$ cat src/rtl/fphub_div_arbiter.sv
// Two-channel round-robin front end that serialises HUB divide requests onto one shared divider.
// Define FPHUB_DIV_ARB_TIMEOUT_EN to add a watchdog that aborts a divide after TIMEOUT busy cycles.
module fphub_div_arbiter #(
    parameter int M       = 23,
    parameter int E       = 8,
    parameter int TIMEOUT = 64
) (
    input  logic           clk,
    input  logic           rst_l,
    input  logic           req0_valid,
    output logic           req0_ready,
    input  logic [M+E:0]   req0_x,
    input  logic [M+E:0]   req0_d,
    input  logic           req1_valid,
    output logic           req1_ready,
    input  logic [M+E:0]   req1_x,
    input  logic [M+E:0]   req1_d,
    output logic           rsp_valid,
    input  logic           rsp_ready,
    output logic [M+E:0]   rsp_data,
    output logic           rsp_ch,
    output logic           rsp_err,
    output logic           div_start,
    output logic [M+E:0]   div_x,
    output logic [M+E:0]   div_d,
    input  logic [M+E:0]   div_res,
    input  logic           div_finish,
    output logic           busy,
    output logic [15:0]    op_count
);
    localparam int W = M + E + 1;

    typedef enum logic [1:0] {
        IDLE  = 2'd0,
        START = 2'd1,
        BUSY  = 2'd2,
        RESP  = 2'd3
    } state_t;

    state_t         state_q, state_d;
    logic           rr_q, rr_d;
    logic           ch_q, ch_d;
    logic [W-1:0]   opx_q, opx_d;
    logic [W-1:0]   opd_q, opd_d;
    logic [W-1:0]   res_q, res_d;
    logic [15:0]    op_count_q, op_count_d;
    logic           gnt_ch_s;
    logic           rdy0_s, rdy1_s;

`ifdef FPHUB_DIV_ARB_TIMEOUT_EN
    localparam int WDW = (TIMEOUT > 1) ? $clog2(TIMEOUT) : 1;
    logic [WDW-1:0] wdog_q, wdog_d;
    logic           err_q, err_d;
`endif

    // Contention goes to rr; a lone requester always wins.
    assign gnt_ch_s = (req0_valid && req1_valid) ? rr_q : !req0_valid;

    // Next-state, grant and capture logic.
    always_comb begin
        state_d    = state_q;
        rr_d       = rr_q;
        ch_d       = ch_q;
        opx_d      = opx_q;
        opd_d      = opd_q;
        res_d      = res_q;
        op_count_d = op_count_q;
        rdy0_s     = 1'b0;
        rdy1_s     = 1'b0;
`ifdef FPHUB_DIV_ARB_TIMEOUT_EN
        wdog_d     = wdog_q;
        err_d      = err_q;
`endif
        case (state_q)
            IDLE: begin
                if (req0_valid || req1_valid) begin
                    rdy0_s  = !gnt_ch_s;
                    rdy1_s  = gnt_ch_s;
                    ch_d    = gnt_ch_s;
                    rr_d    = !gnt_ch_s;
                    opx_d   = gnt_ch_s ? req1_x : req0_x;
                    opd_d   = gnt_ch_s ? req1_d : req0_d;
                    state_d = START;
                end else begin
                    state_d = IDLE;
                end
            end
            START: begin
                state_d = BUSY;
`ifdef FPHUB_DIV_ARB_TIMEOUT_EN
                wdog_d  = {WDW{1'b0}};
`endif
            end
            BUSY: begin
                if (div_finish) begin
                    res_d   = div_res;
                    state_d = RESP;
`ifdef FPHUB_DIV_ARB_TIMEOUT_EN
                    err_d   = 1'b0;
                end else if (wdog_q == WDW'(TIMEOUT - 1)) begin
                    res_d   = {W{1'b0}};
                    err_d   = 1'b1;
                    state_d = RESP;
                end else begin
                    wdog_d  = wdog_q + WDW'(1);
                end
`else
                end else begin
                    state_d = BUSY;
                end
`endif
            end
            RESP: begin
                if (rsp_ready) begin
                    op_count_d = op_count_q + 16'd1;
                    state_d    = IDLE;
                end else begin
                    state_d    = RESP;
                end
            end
            default: begin
                state_d = IDLE;
            end
        endcase
    end

    // State and datapath registers.
    always_ff @(posedge clk or negedge rst_l) begin
        if (!rst_l) begin
            state_q    <= IDLE;
            rr_q       <= 1'b0;
            ch_q       <= 1'b0;
            opx_q      <= {W{1'b0}};
            opd_q      <= {W{1'b0}};
            res_q      <= {W{1'b0}};
            op_count_q <= 16'd0;
`ifdef FPHUB_DIV_ARB_TIMEOUT_EN
            wdog_q     <= {WDW{1'b0}};
            err_q      <= 1'b0;
`endif
        end else begin
            state_q    <= state_d;
            rr_q       <= rr_d;
            ch_q       <= ch_d;
            opx_q      <= opx_d;
            opd_q      <= opd_d;
            res_q      <= res_d;
            op_count_q <= op_count_d;
`ifdef FPHUB_DIV_ARB_TIMEOUT_EN
            wdog_q     <= wdog_d;
            err_q      <= err_d;
`endif
        end
    end

    // Ready is qualified by rst_l so a held request cannot see a grant while reset is asserted.
    assign req0_ready = rdy0_s && rst_l;
    assign req1_ready = rdy1_s && rst_l;
    assign div_start  = (state_q == START);
    assign busy       = (state_q != IDLE);
    assign rsp_valid  = (state_q == RESP);
    assign rsp_data   = res_q;
    assign rsp_ch     = ch_q;
    assign div_x      = opx_q;
    assign div_d      = opd_q;
    assign op_count   = op_count_q;

`ifdef FPHUB_DIV_ARB_TIMEOUT_EN
    assign rsp_err = err_q;
`else
    // No abort path exists without the watchdog; TIMEOUT is referenced only to keep it elaborated.
    assign rsp_err = (TIMEOUT < 0);
`endif
endmodule

$ cat config.mk
export PLATFORM = sky130hd
export DESIGN_NAME = fphub_div_arbiter
export DESIGN_NICKNAME = d
export VERILOG_FILES = /design/src/rtl/fphub_div_arbiter.sv
export SDC_FILE = /design/constraint.sdc
export NUM_CORES = 1
export LEC_CHECK = 0
export CAP_MARGIN = 25
export CORE_UTILIZATION = 40
export DETAILED_ROUTE_END_ITERATION = 8
export PLACE_DENSITY = 0.85
export SYNTH_ARGS = -nofsm -noshare
export SYNTH_HDL_FRONTEND = slang
export SYNTH_SLANG_ARGS = --single-unit
$ cat constraint.sdc
create_clock -name clk -period 2.71 [get_ports clk]
set_clock_uncertainty 0.2 [all_clocks]
set_input_delay 0.4065 -clock clk [delete_from_list [all_inputs] [get_ports clk]]
set_output_delay 0.4065 -clock clk [all_outputs]
set_load 0.005 [all_outputs]
==> metrics, run 1 <==
Port Buf Inserts=between 200 and 300; Total Die Area=between 0.01 and 0.015 sq mm; Final HPWL DP=11,400 um; Final WS setup=between 0.1 and 0.15 ns; Overall Global Routing Usage=0.259; Worst-Margin Slew=0.787 ns; share of layout cells above drive strength 1=0.120; io pins=285; Synth Warn #=0; worst r2r src=state_q[0]; post-synthesis register bit count=approximately 120; wire per inst=~20 um; DRT antenna net count=0; CTS Buffer Depth=2; CP Capture Type=output port; Setup violations, final=0; setup tns final=0 ns; Met1 Routed Length=between 6000 and 7000 um; Cell Area, Synth=roughly 0.0047 sq mm; vias=between 4,000 and 5,000; multi-input logic area=roughly 0.0014 sq mm; Period minus WS final=roughly 2.6 ns; post-place instance area=around 0.0076 sq mm; Tcrit/Tclk final=0.952; CTS buffer count=17; max cap viols=0; Avg Cell Area, Syn=around 13 sq um; Worst-path clk slew=roughly 0.05 ns; min-delay worst type=input pin to async pin; largest net degree at the start of global routing=a little over 60; CP Class=flip-flop to output port; # rows=39; fmax=~390 MHz; Final #Nets=between 800 and 900; Critical Path Source=state_q[0]; final hold viol count=0; required time of the critical path=about 2.1 ns; register area share after synthesis=0.613; Synth Instances=around 360; # clock sinks=116; crit path max fanout=6; VDD IR max=609 uV; antenna violations before repair=0; root buf cell=clkbuf_16; Top Layer Used=met4; DRT Wirelength=~16,000 um; Area Overhead vs Synth=75.5%; RSZ-0062 raised after global routing=false; vias in the first global route=4,543; Die Span X=between 100 and 150 um; met2 WL post-DR=a little over 8000 um; WL met3=1320 um; Worst R2R End=div_d[6]; Worst R2R Path Depth=5; Rel. slew slack=0.475; Place WS=roughly 0.21 ns; RePlAce Congestion=approximately 0.83; vias per inst=~5.3; Initial Utilization=0.413; post-CTS sizing=0; worst-skew pair later-pin latency=around 0.4 ns; max-slew violations=0; critical path launch point type=flip-flop; Leakage=roughly 3.8 nW; Final Instance Area=0.00830 sq mm; DR iter-0 viols=just under 400; H-tree level count=4; register area=0.00290 sq mm; # fillers=between 700 and 800; utilization after layout=0.724; DR pass1 iterations=9; r2r setup slk=~0.63 ns; failing checks=design-rule violations; die height=between 100 and 150 um; Arr. time, crit path=between 1.5 and 2 ns; n_diodes=0; first-pass GRT wire length=about 25,000 um; status=finished with violations; CTS tree=built; GRT overflow=0; Pwr Density=1060 mW/mm^2; total core area=approximately 0.011 sq mm; library cells used by synthesis=28; DRC=10; Syn Nets=around 530
## worst max-delay path: stages, from the launching register on
cell and delay, ns:
dfrtp_1 0.43, nor2_4 0.20, and3_4 0.27, and2_1 0.15, clkdlybuf4s50_1 0.53
## cells in the mapped netlist, drive strengths merged
cell / count / share of area
nand2b: 1 / 0.0013
nand3b: 1 / 0.0016
o21ai: 1 / 0.0019
a222oi: 64 / 0.14
conb: 1 / 0.00079
mux2: 33 / 0.079
nand4: 4 / 0.0053
and3: 5 / 0.0087
nor2b: 1 / 0.0013
ha: 1 / 0.0026
nand3: 6 / 0.0063
xnor2: 12 / 0.022
buf: 19 / 0.034
xor2: 3 / 0.0056
nor3: 2 / 0.0021
clkbuf: 7 / 0.0056
nor2: 4 / 0.0048
o211ai: 1 / 0.0016
nand2: 7 / 0.0056
a21o: 2 / 0.0032
and2: 2 / 0.0026
inv: 66 / 0.052
dfrtp: 116 / 0.61
and4: 2 / 0.0037
## metrics by stage
step	hold WS, ns	cells	total power [mW]
after floorplan	-0.0891	361	4.27
after global placement	0.0269	770	6.22
after detailed placement	0.0230	770	6.40
after CTS	0.151	802	8.84
after global routing	0.160	804	9.24
final	0.166	804	8.80
## cell type report
cell class / count / share of cell area
clock inverter: 9 / 0.0181
sequential: 116 / 0.350
clock buffer: 22 / 0.0583
multi-input combinational: 153 / 0.169
tap: 143 / 0.0215
timing repair buffer: 295 / 0.354
inverter: 66 / 0.0298
## cell families (layout without fill, tap and decap cells)
logic type	after synthesis	count (layout)	synth area share
mux	33	33	0.0785
fa+ha+maj	1	1	0.00264
simple gates	35	35	0.0434
flops	116	116	0.613
buf+inv	92	392	0.0915
compound gates	68	68	0.142
other cells	1	1	0.000792
xor+xnor	15	15	0.0278
## placed cells by master (no fill, tap or decap), types with 2 or more instances in the layout
cell type / count
clkbuf_16: 17
nor2_1: 3
buf_4: 11
clkinvlp_4: 2
mux2_2: 33
clkinv_2: 3
inv_1: 66
a21o_1: 2
and3_1: 3
clkdlybuf4s50_1: 282
nand2_1: 7
bufinv_16: 4
dfrtp_1: 116
and2_1: 2
xor2_1: 3
a222oi_1: 64
and3_4: 2
nand3_1: 6
nand4_1: 4
and4_1: 2
nor3_1: 2
xnor2_1: 12
clkbuf_8: 4
## layer usage
metal,global-route usage,vias up
li1,-,1912
met1,0.293,2121
met2,0.458,244
met3,0.0837,22
met4,0.0924,0
met5,0,-
## how the worst max path moves through the flow
stage | end | slack, ns | cells after the start
2_1_floorplan | req1_ready | 0.90 | 5
3_3_place_gp | req0_ready | 0.22 | 5
3_5_place_dp | req0_ready | 0.21 | 4
6_report | req0_ready | 0.13 | 4
4_1_cts | req0_ready | 0.02 | 4
5_1_grt | req0_ready | 0.03 | 4
## flip-flops by register name (all words and copies together), names as in the netlist
register and flops:
rr_q 1, div_x 32, rsp_data 32, op_count 16, div_d 32, rsp_ch 1
state_q 2
## power breakdown
group          internal (mW)  total [mW]  switching, mW
sequential              2.48        2.93          0.452
combinational           2.23        3.46           1.24
clock                   1.63        2.40          0.775
## timing repair
| item | 4_1_cts | 5_1_grt |
|---|---|---|
| hold endpoints to repair | 3 | 0 |
| hold buffers | 1 | 0 |
| setup endpoints to repair | 0 | 1 |
| buffers inserted | 0 | 2 |
(Power assumes the default switching activity.)
==> inputs of run 2 (changes only) <==
CAP_MARGIN = unset   (was 25)
CORE_UTILIZATION = 35   (was 40)
PLACE_DENSITY = 0.76   (was 0.85)
==> metrics, run 2 (synthesis gave the netlist of run 1 again) <==
vias per inst=5.08 (-5.1%); Rel. slew slack=0.595 (+0.120); post-CTS sizing=0 (unchanged); max cap viols=0 (unchanged); worst-skew pair later-pin latency=0.41 ns (about the same); Arr. time, crit path=1.90 ns (-0.07 ns); Period minus WS final=2.51 ns (-0.0757 ns); register area=0.00290 sq mm (unchanged); H-tree level count=4 (unchanged); # clock sinks=116 (unchanged); DRC=0 (-10); CP Class=flip-flop to output port; RSZ-0062 raised after global routing=false; most frequent cells in the layout=clkdlybuf4s50_1, dfrtp_1, inv_1; Crit-path slowest cell=clkdlybuf4s50_1; required time of the critical path=2.10 ns (about the same); Worst R2R Path Depth=6 (+1); multi-input logic area=0.00140 sq mm (unchanged); # rows=42 (+7.7%); # fillers=1,019 (+28%); r2r setup slk=0.67 ns (+0.04 ns); io pins=285 (unchanged); CTS Buffer Depth=2 (unchanged); Port Buf Inserts=283 (unchanged); Tcrit/Tclk final=0.924 (-0.0280); Setup violations, final=0 (unchanged); CP bufs+invs=1 (unchanged); Final #Nets=814 (-0.25%); Worst R2R End=div_x[5]; crit path max fanout=6 (unchanged); final hold viol count=0 (unchanged); DRT antenna net count=0 (unchanged); Area Overhead vs Synth=76.4%; max-slew violations=0 (unchanged); setup tns final=0 ns (unchanged); CP Capture Type=output port; critical path launch point type=flip-flop; GRT overflow=0 (unchanged); crit-path cells=nor2_4 > and3_4 > and2_1 > clkdlybuf4s50_1; DR pass1 iterations=9 (unchanged); worst r2r src=state_q[1]; n_diodes=0 (unchanged); RePlAce Congestion=0.789 (-5.1%); Total Die Area=0.0140 sq mm (+14%); share of layout cells above drive strength 1=0.120 (+0.000181); most common library cell in the layout ignoring fill and taps=clkdlybuf4s50_1; fmax=399 MHz (+3.0%); Worst-path clk slew=0.05 ns (about the same); vias=4,244 (-1.3%); CTS tree=built; Die Span X=118 um (+6.8%); Initial Utilization=0.359 (-0.0539); wire per inst=18.0 um (-7.9%); Final HPWL DP=10,700 um (-6.7%); Worst-Margin Slew=0.607 ns (-0.180 ns); die height=118 um (+6.8%); total core area=0.0132 sq mm (+15%); largest net degree at the start of global routing=113 (+82%); Overall Global Routing Usage=0.219 (-0.0408); root buf cell=clkbuf_16; setup bufs post-CTS=0 (unchanged); min-delay worst type=input pin to async pin; VDD IR max=608 uV (about the same); DR iter-0 viols=412 (+5.6%); Leakage=3.77 nW (-0.20%); DRT Wirelength=15,100 um (-4.2%); family with the most delay on the worst path=simple AND/OR/NAND/NOR gates; status=finished clean; critical path's largest stage delay=0.50 ns (-0.03 ns); antenna violations before repair=0 (unchanged); vias in the first global route=4,436 (-2.4%); hold_buf cts=1 (unchanged); CTS buffer count=17 (unchanged); first-pass GRT wire length=23,400 um (-4.4%); Pwr Density=1050 mW/mm^2 (-0.57%); utilization after layout=0.633 (-0.0911)
==> run 2: cell types whose count changed in the layout (fill, tap and decap cells not counted) <==
cell,before,now
clkinv_2,3,1
clkinv_4,0,3
clkinvlp_4,2,3
clkbuf_1,1,0
buf_4,11,9
==> run 2: worst max-delay path by stage <==
| stage | startpoint | to | cells past startpoint | slack, ns |
|---|---|---|---|---|
| final | state_q[1] | req0_ready | 4 | 0.20 |
| after global routing | state_q[1] | req1_ready | 4 | 0.12 |
| after CTS | state_q[1] | req0_ready | 4 | 0.16 |
| after detailed placement | req1_valid | req0_ready | 5 | 0.25 |
| after global placement | req0_valid | req1_ready | 5 | 0.28 |
| after floorplan | state_q[1] | req1_ready | 5 | 0.90 |
==> run 2: per-stage QoR <==
step | area, sq um | power (mW) | setup slack, ns | cells | hold WS, ns
detailed placement | 7680 | 6.37 | 0.252 | 803 | 0.0444
global route | 8350 | 9.25 | 0.116 | 836 | 0.210
floorplan | 4730 | 4.27 | 0.895 | 361 | -0.0891
CTS | 8350 | 8.88 | 0.164 | 836 | 0.205
global placement | 7680 | 6.24 | 0.280 | 803 | 0.0398
finish | 8350 | 8.80 | 0.205 | 836 | 0.196
==> run 2: power by group <==
group	total (mW)	leakage (nW)	switching (mW)	internal, mW
Clock	2.44	0.311	0.799	1.64
Combinational	3.42	2.01	1.21	2.21
Sequential	2.94	1.45	0.458	2.48
==> run 2: cell type report <==
class                      count  area share
inverter                      66      0.0297
multi-input combinational    153       0.168
sequential                   116       0.348
tap                          176      0.0264
timing repair buffer         293       0.350
clock buffer                  21      0.0575
clock inverter                11      0.0208
==> run 2: layer usage <==
metal	vias up	track usage	wire [um]	share of wire
li1	1908	-	-	-
met1	2068	0.245	5590	0.37
met2	236	0.375	7800	0.52
met3	32	0.0709	1270	0.084
met4	0	0.103	420	0.028
met5	-	0	0	0
==> run 2: worst reg2reg max path, stage by stage (launching register included) <==
cell,delay [ns]
dfrtp_1,0.44
nor2_4,0.20
buf_4,0.18
o21ai_4,0.06
buf_4,0.27
a222oi_1,0.47
inv_1,0.09
==> inputs of run 3 (changes only) <==
CORE_MARGIN = 2   (was unset)
==> metrics, run 3 (synthesis gave the netlist of run 1 again) <==
vias in the first global route=4,443 (+0.16%); RePlAce Congestion=0.743 (-5.9%); crit path max fanout=6 (unchanged); Initial Utilization=0.357 (-0.00142); wire per inst=17.8 um (-1.0%); max-slew violations=0 (unchanged); clock share of power=0.239 (-0.038); utilization after layout=0.621 (-0.0124); DRT Wirelength=14,900 um (-1.4%); post-CTS sizing=0 (unchanged); # rows=42 (unchanged); CP Class=flip-flop to output port; combinational power share=0.409 (+0.020); Worst R2R Path Depth=5 (-1); # fillers=1,052 (+3.2%); Total Die Area=0.0145 sq mm (+3.4%); DRC=0 (unchanged); Worst R2R End=div_x[8]; r2r setup slk=0.64 ns (-0.03 ns); min-delay worst type=input pin to async pin; max cap viols=0 (unchanged); Overall Global Routing Usage=0.208 (-0.0110); worst-skew pair later-pin latency=0.42 ns (about the same); # clock sinks=116 (unchanged); DR iter-0 viols=422 (+2.4%); Worst-path clk slew=0.05 ns (about the same); largest net degree at the start of global routing=70 (-38%); worst r2r src=state_q[1]; GRT overflow=0 (unchanged); Die Span X=120 um (+1.7%); Setup violations, final=0 (unchanged); family with the most delay on the worst path=simple AND/OR/NAND/NOR gates; most frequent cells in the layout=clkdlybuf4s50_1, dfrtp_1, inv_1; Internal=5.94 mW (-6.0%); required time of the critical path=2.10 ns (about the same); final hold viol count=0 (unchanged); RSZ-0062 raised after global routing=false; vias per inst=5.08 (+0.15%); critical path's largest stage delay=0.51 ns (about the same); most common library cell in the layout ignoring fill and taps=clkdlybuf4s50_1; Area Overhead vs Synth=73.7%; P_sw=2.35 mW (-4.8%); Leakage=3.71 nW (-1.6%); share of layout cells above drive strength 1=0.107 (-0.0132); CTS buffer count=17 (unchanged); Final HPWL DP=10,700 um (+0.56%); critical path launch point type=flip-flop; Worst-Margin Slew=0.875 ns (+0.268 ns); VDD IR max=501 uV (-18%); H-tree level count=4 (unchanged); DR pass1 iterations=9 (unchanged); switch share=0.283 (+0.00268); CTS tree=built; Pwr Density=1010 mW/mm^2 (-4.2%); vias=4,235 (-0.21%); n_diodes=0 (unchanged); Seq pwr share=0.352 (+0.018); CP Capture Type=output port; Final #Nets=812 (-0.25%); io pins=285 (unchanged); crit-path cells=nor2_4 > and3_4 > and2_1 > clkdlybuf4s50_1; first-pass GRT wire length=23,100 um (-1.4%); antenna violations before repair=0 (unchanged); status=finished clean; CTS Buffer Depth=2 (unchanged); fmax=388 MHz (-2.8%); Period minus WS final=2.58 ns (+0.0731 ns); Crit-path slowest cell=clkdlybuf4s50_1; Tcrit/Tclk final=0.951 (+0.0270); Rel. slew slack=0.417 (-0.179); DRT antenna net count=0 (unchanged); Arr. time, crit path=1.97 ns (+0.07 ns); root buf cell=clkbuf_16; setup tns final=0 ns (unchanged); Port Buf Inserts=283 (unchanged); die height=120 um (+1.7%); total core area=0.0132 sq mm (+0.40%); CP bufs+invs=1 (unchanged)
==> run 3: changes by cell type in the layout (fill, tap and decap cells not counted) <==
cell        delta
clkinvlp_4     -2
buf_4          -3
clkbuf_1       +6
clkinv_2       +2
bufinv_16      -4
buf_12         +1
clkinv_4       -3
==> run 3: worst register-to-register path, cell delays in order (launching register included) <==
cell and delay, ns:
dfrtp_1 0.44, nor2_4 0.22, and3_4 0.23, buf_4 0.55, a222oi_1 0.25, inv_1 0.11
==> run 3: final cells by class <==
| cell class | instances | area (sq um) | area share |
|---|---|---|---|
| Timing Repair Buffer | 291 | 2920 | 0.355 |
| Sequential cell | 116 | 2900 | 0.353 |
| Multi-Input combinational cell | 153 | 1400 | 0.171 |
| Clock buffer | 27 | 503 | 0.0612 |
| Inverter | 66 | 248 | 0.0301 |
| Tap cell | 176 | 220 | 0.0268 |
| Clock inverter | 4 | 22.5 | 0.00274 |
==> run 3: power groups by stage <==
stage	Sequential [mW]	Clock [mW]	Combinational [mW]
after floorplan	2.95	0	1.32
after global placement	2.89	0	3.34
after detailed placement	2.94	0	3.43
after CTS	2.92	2.02	3.44
after global routing	3.01	2.12	3.67
final	2.92	1.98	3.40
==> run 3: metrics by stage <==
stage	setup WS [ns]	cell area, sq um	std cells	hold WS [ns]	power [mW]
6_report	0.132	8220	833	0.154	8.29
5_1_grt	0.0303	8220	833	0.151	8.80
4_1_cts	0.0859	8220	833	0.141	8.39
3_5_place_dp	0.226	7680	801	0.0269	6.37
3_3_place_gp	0.227	7680	801	0.0277	6.23
2_1_floorplan	0.895	4730	361	-0.0891	4.27
==> run 3: repair_timing <==
| action | 4_1_cts | 5_1_grt |
|---|---|---|
| hold endpoints to repair | 47 | 0 |
| buffers inserted | 0 | 0 |
| hold buffers | 1 | 0 |
==> run 3: worst max path at each step <==
stage,from,endpoint,slack (ns),cells after the start
floorplan,state_q[1],req1_ready,0.90,5
global placement,req0_valid,req1_ready,0.23,5
detailed placement,req0_valid,req1_ready,0.23,5
CTS,state_q[1],req1_ready,0.09,4
global route,state_q[1],req1_ready,0.03,4
finish,state_q[1],req1_ready,0.13,4
==> run 3: per-layer routing <==
layer	GRT usage	vias up	share of wire
met5	0	-	0
met4	0.0959	0	0.021
met3	0.0703	23	0.086
met2	0.377	209	0.53
met1	0.215	2101	0.36
li1	-	1902	-
